`src/rtl/cnn_pkg.sv`:
```
// rtl/cnn_pkg.sv - shared CNN datapath defaults and the signed saturate helper
package cnn_pkg;

  localparam int FMAP_W_DEF = 8;
  localparam int FMAP_H_DEF = 8;
  localparam int DIN_W_DEF  = 14;
  localparam int DOUT_W_DEF = 12;

  // Clamp x into the range of a w-bit two's complement value.
  function automatic int sat_signed(input int x, input int w);
    int hi;
    int lo;
    hi = (1 << (w - 1)) - 1;
    lo = -(1 << (w - 1));
    if (x > hi) begin
      return hi;
    end else if (x < lo) begin
      return lo;
    end else begin
      return x;
    end
  endfunction

endpackage

```
`src/rtl/conv2_relu_pool.sv`:
```
// rtl/conv2_relu_pool.sv - streaming 2x2 max-pool of conv2 samples, optional ReLU (CONV2_POOL_RELU_EN)
module conv2_relu_pool
  import cnn_pkg::*;
#(
  parameter int FMAP_W = FMAP_W_DEF,
  parameter int FMAP_H = FMAP_H_DEF,
  parameter int DIN_W  = DIN_W_DEF,
  parameter int DOUT_W = DOUT_W_DEF
) (
  input  logic                     clk,
  input  logic                     rst_n,
  input  logic                     clear,
  input  logic                     valid_in,
  input  logic signed [DIN_W-1:0]  data_in,
  output logic                     valid_out,
  output logic signed [DOUT_W-1:0] data_out,
  output logic                     frame_done
);

  localparam int CW   = $clog2(FMAP_W);
  localparam int RW   = $clog2(FMAP_H);
  localparam int LB_N = FMAP_W / 2;
  localparam logic [CW-1:0] COL_LAST = CW'(FMAP_W - 1);
  localparam logic [RW-1:0] ROW_LAST = RW'(FMAP_H - 1);

  logic [CW-1:0]             col_q, col_d;
  logic [RW-1:0]             row_q, row_d;
  logic signed [DIN_W-1:0]   pair_q, pair_d;
  logic signed [DIN_W-1:0]   lb_q [LB_N];
  logic signed [DIN_W-1:0]   lb_d [LB_N];
  logic                      valid_q, valid_d;
  logic signed [DOUT_W-1:0]  dout_q, dout_d;
  logic                      done_q, done_d;

  logic signed [DIN_W-1:0]   p;
  logic signed [DIN_W-1:0]   pm;
  logic signed [DIN_W-1:0]   m;
  logic [CW-2:0]             lb_idx;
  logic signed [31:0]        sat_v;

  always_comb begin
`ifdef CONV2_POOL_RELU_EN
    p = data_in[DIN_W-1] ? '0 : data_in;
`else
    p = data_in;
`endif
    lb_idx = col_q[CW-1:1];
    pm     = (pair_q > p) ? pair_q : p;
    m      = (lb_q[lb_idx] > pm) ? lb_q[lb_idx] : pm;
    sat_v  = sat_signed(32'(m), DOUT_W);

    col_d   = col_q;
    row_d   = row_q;
    pair_d  = pair_q;
    lb_d    = lb_q;
    valid_d = 1'b0;
    done_d  = 1'b0;
    dout_d  = dout_q;

    if (clear) begin
      col_d  = '0;
      row_d  = '0;
      pair_d = '0;
    end else if (valid_in) begin
      // Even col parks the left pixel; odd col folds the horizontal pair.
      if (!col_q[0]) begin
        pair_d = p;
      end else if (!row_q[0]) begin
        lb_d[lb_idx] = pm;
      end else begin
        valid_d = 1'b1;
        dout_d  = sat_v[DOUT_W-1:0];
        done_d  = (row_q == ROW_LAST) && (col_q == COL_LAST);
      end

      if (col_q == COL_LAST) begin
        col_d = '0;
        row_d = (row_q == ROW_LAST) ? '0 : row_q + 1'b1;
      end else begin
        col_d = col_q + 1'b1;
      end
    end
  end

  always_ff @(posedge clk or negedge rst_n) begin
    if (!rst_n) begin
      col_q   <= '0;
      row_q   <= '0;
      pair_q  <= '0;
      valid_q <= 1'b0;
      dout_q  <= '0;
      done_q  <= 1'b0;
      for (int i = 0; i < LB_N; i++) begin
        lb_q[i] <= '0;
      end
    end else begin
      col_q   <= col_d;
      row_q   <= row_d;
      pair_q  <= pair_d;
      valid_q <= valid_d;
      dout_q  <= dout_d;
      done_q  <= done_d;
      lb_q    <= lb_d;
    end
  end

  assign valid_out  = valid_q;
  assign data_out   = dout_q;
  assign frame_done = done_q;

endmodule

```
`config.mk`:
```
export PLATFORM = sky130hd
export DESIGN_NAME = conv2_relu_pool
export DESIGN_NICKNAME = d
export VERILOG_FILES = /design/src/rtl/cnn_pkg.sv /design/src/rtl/conv2_relu_pool.sv
export SDC_FILE = /design/constraint.sdc
export NUM_CORES = 1
export LEC_CHECK = 0
export BUFFER_PORTS_ARGS = -buffer_cell sky130_fd_sc_hd__buf_2
export CORE_MARGIN = 5
export CORE_UTILIZATION = 55
export CTS_BUF_LIST = sky130_fd_sc_hd__clkbuf_16
export DETAILED_ROUTE_END_ITERATION = 6
export PLACE_DENSITY = 0.76
export SLEW_MARGIN = 5
export SYNTH_ARGS = -nofsm -noshare
export SYNTH_HDL_FRONTEND = slang
export SYNTH_SLANG_ARGS = --single-unit
```
`constraint.sdc`:
```
create_clock -name clk -period 5.2 [get_ports clk]
set_input_delay 0.52 -clock clk [delete_from_list [all_inputs] [get_ports clk]]
set_output_delay 0.52 -clock clk [all_outputs]
set_load 0.02 [all_outputs]
```
==> impl_metrics.env <==
export IMPL_ant_nets=0
export IMPL_clock_sink_count=90
export IMPL_via_per_inst=5.99
export IMPL_max_clock_freq_mhz=205
export IMPL_dieWidth_um=106
export IMPL_p_leak_nw=2.66
export IMPL_htreeDepth=3
export IMPL_synth_seq_cells=90
export IMPL_crit_path_frequent_cell="ha_1"
export IMPL_drv_slew=0
export IMPL_status="complete, no violations"
export IMPL_min_path_type="in -> async"
export IMPL_dieArea_um2=11300
export IMPL_start_util_pct=55.8
export IMPL_worstSkewPairLatency_ns=0.34
export IMPL_final_min_clock_period_ns=4.89
export IMPL_drc=0
export IMPL_final_nets=609
export IMPL_yosysUniqueCellTypes=55
export IMPL_design_area_um2=5740
export IMPL_cts_clk_slew_worst_paths_ns=0.07
export IMPL_worstMarginPinSlew_ns=1.23
export IMPL_ir_drop_v=0.000179
export IMPL_skew_ns=0.00738
export IMPL_place_hpwl_um=9270
export IMPL_slew_headroom_pct=17.0
export IMPL_drive_gt1_share_pct=19.2
export IMPL_dr_pass1_iters=4
export IMPL_synth_warnings=0
export IMPL_diodes=0
export IMPL_syn_inst=531
export IMPL_postCtsSetupRepairBufs=0
export IMPL_setup_viol=0
export IMPL_setup_tns_ns=0
export IMPL_die_y_um=106
export IMPL_antenna_found_initial=0
export IMPL_drt_first_iter_violations=208
export IMPL_postSynth_asyncResetShare_pct=100
export IMPL_grt_pass1_vias=4232
export IMPL_path_max_fanout=14
export IMPL_cts_tree="built"
export IMPL_syn_area_um2=5090
export IMPL_cp_end_kind="flop"
export IMPL_critical_path_slowest_cell="or4_4"
export IMPL_synth_edf_count=0
export IMPL_critical_path_max_stage_delay_ns=0.53
export IMPL_syn_to_final_growth_pct=12.8
export IMPL_path_class="reg -> reg"
export IMPL_grt_pass1_wl_um=21300
export IMPL_grt_overflow=0
export IMPL_cap_violations=0
export IMPL_core_area_um2=9110
export IMPL_synth_main_ff_cell="dfrtp_1"
export IMPL_numCtsBuffers=9
export IMPL_vias=4068
export IMPL_cp_data_arrival_time_ns=5.10
export IMPL_synth_fp_nets=577
export IMPL_cts_resized=0
export IMPL_globalplace_congestion=0.925
export IMPL_hold_ws_ns=0.0764
export IMPL_port_buffers=31
export IMPL_critPathRequiredTime_ns=5.41
export IMPL_cp_cell_sequence="ha_1 > nand4_1 > or4_4 > nand2_1 > o21ai_1 > nand2_2 > mux2i_2 > ha_1 > and4_1 > and2_1 > and3_1 > nand3_1 > a21oi_1 > a2111o_1 > a21o_1 > o221a_4 > nor4b_2 > a211oi_2"
export IMPL_place_area_um2=5390
export IMPL_clock_root_buffer="clkbuf_16"
export IMPL_rows=35
export IMPL_rsz0062_at_grt="false"
export IMPL_seq_area_frac_synth_pct=44.3
export IMPL_startpoint_type="flop"
export IMPL_finalPower_mw=2.10
export IMPL_clockBufferDepth=2
export IMPL_ios=32
export IMPL_grt_max_degree=65
export IMPL_hold_buffers=0
export IMPL_grt_util_all_layers_pct=24.1
export IMPL_synth_area_per_cell_um2=9.58
export IMPL_min_period_over_period_pct=94.0
export IMPL_wl_per_cell_um=18.8
export IMPL_wl_um=12800
export IMPL_hold_viol=0
export IMPL_p_per_area_nw_per_um2=366
==> synthesized netlist by cell type (3+ instances only) <==
cell type,number,area (um^2)
a211oi_2,10,125
nand3b_1,3,22.5
o21ai_0,51,255
nor3_1,8,40.0
nor4b_2,9,135
nand2_1,88,330
a21oi_1,61,305
nand3_1,9,45.0
inv_1,23,86.3
buf_2,4,20.0
mux2i_1,11,110
nor2_1,51,191
clkbuf_1,20,75.1
mux4_2,14,315
dfrtp_1,90,2250
ha_1,28,350
==> cells by family after synthesis <==
kind of cell               after synthesis  share of synthesized area [%]
muxes                                   25                           8.36
DFF                                     90                           44.3
adders and majority gates               28                           6.89
buffers and inverters                   51                           4.23
xor gates and xnor gates                 2                          0.344
AOI/OAI and AO/OA                      140                           16.9
and+or+nand+nor                        195                           19.0
==> through the flow <==
step / setup WS, ns / std cells / utilization, %
2_1_floorplan: 0.163 / 531 / -
3_3_place_gp: 0.131 / 663 / 59.2
5_1_grt: 0.0765 / 679 / 63.0
3_5_place_dp: -0.0729 / 663 / 59.2
6_report: 0.312 / 679 / 63.0
4_1_cts: 0.175 / 679 / 62.8
==> worst max-delay path: cells and delay by family (launching register included) <==
family	cells	cell delay [ns]
compound gates	6	1.14
flops	1	0.45
mux	1	0.29
fa+ha+maj	2	0.66
simple gates	9	2.20
==> cells in the final DEF (no fill, tap or decap), types with 2 or more instances in the layout <==
| master | instances |
|---|---|
| dfrtp_1 | 90 |
| nand2_1 | 88 |
| a21oi_1 | 60 |
| nor2_1 | 51 |
| o21ai_0 | 51 |
| buf_2 | 30 |
| ha_1 | 28 |
| inv_1 | 23 |
| buf_4 | 19 |
| mux4_2 | 14 |
| mux2i_1 | 10 |
| a211oi_2 | 10 |
| nand3_1 | 9 |
| nor4b_2 | 9 |
| clkbuf_16 | 9 |
| nor3_1 | 8 |
| nand3b_1 | 3 |
| nand4_1 | 2 |
| a21boi_0 | 2 |
| nand2b_1 | 2 |
| and3_1 | 2 |
| and2_1 | 2 |
| a21o_1 | 2 |
| nor2b_1 | 2 |
| o311a_1 | 2 |
| nor4_1 | 2 |
| xnor2_1 | 2 |
| nor4b_1 | 2 |
| clkinv_4 | 2 |
| bufinv_16 | 2 |
==> path summary, 6_finish.rpt <==
| path | depth (start not counted) | slack (ns) | to | startpoint |
|---|---|---|---|---|
| max in group asynchronous | 2 | 3.99 | lb_q[47]$_DFFE_PN0P_ | rst_n |
| min in group clk | 3 | 0.43 | pair_q[6]$_DFFE_PN0P_ | data_in[6] |
| max | 18 | 0.31 | data_out[9]$_DFFE_PN0P_ | pair_q[4]$_DFFE_PN0P_ |
| max reg2reg | 18 | 0.31 | data_out[9]$_DFFE_PN0P_ | pair_q[4]$_DFFE_PN0P_ |
| min reg2reg | 2 | 0.48 | lb_q[20]$_DFFE_PN0P_ | lb_q[20]$_DFFE_PN0P_ |
| min | 1 | 0.08 | pair_q[12]$_DFFE_PN0P_ | rst_n |
==> sequential cells by signal, indices dropped and copies added (netlist names) <==
register    flops
valid_out       1
pair_q         14
frame_done      1
data_out       12
col_q           3
lb_q           56
row_q           3
==> area by class of cell <==
class / instances / area [um^2]
fillers: 741 / 3370
multi-input cells: 390 / 2640
flip-flops and latches: 90 / 2250
repair buffers: 49 / 293
clock buffers: 9 / 225
well taps: 111 / 139
clock inverters: 7 / 101
inverters: 23 / 86.3
==> where the power goes <==
part | leakage [nW] | switching [mW] | internal (mW)
sequential | 1.21 | 0.0370 | 0.757
combinational | 1.29 | 0.366 | 0.219
clock | 0.160 | 0.295 | 0.427
==> routing by layer <==
layer,track usage (%),wire length (um)
met4,9.99,408
met5,0,0
met1,29.7,5310
met3,5.46,796
met2,40.8,6250
No activity file was read; power rests on OpenSTA's default activity.
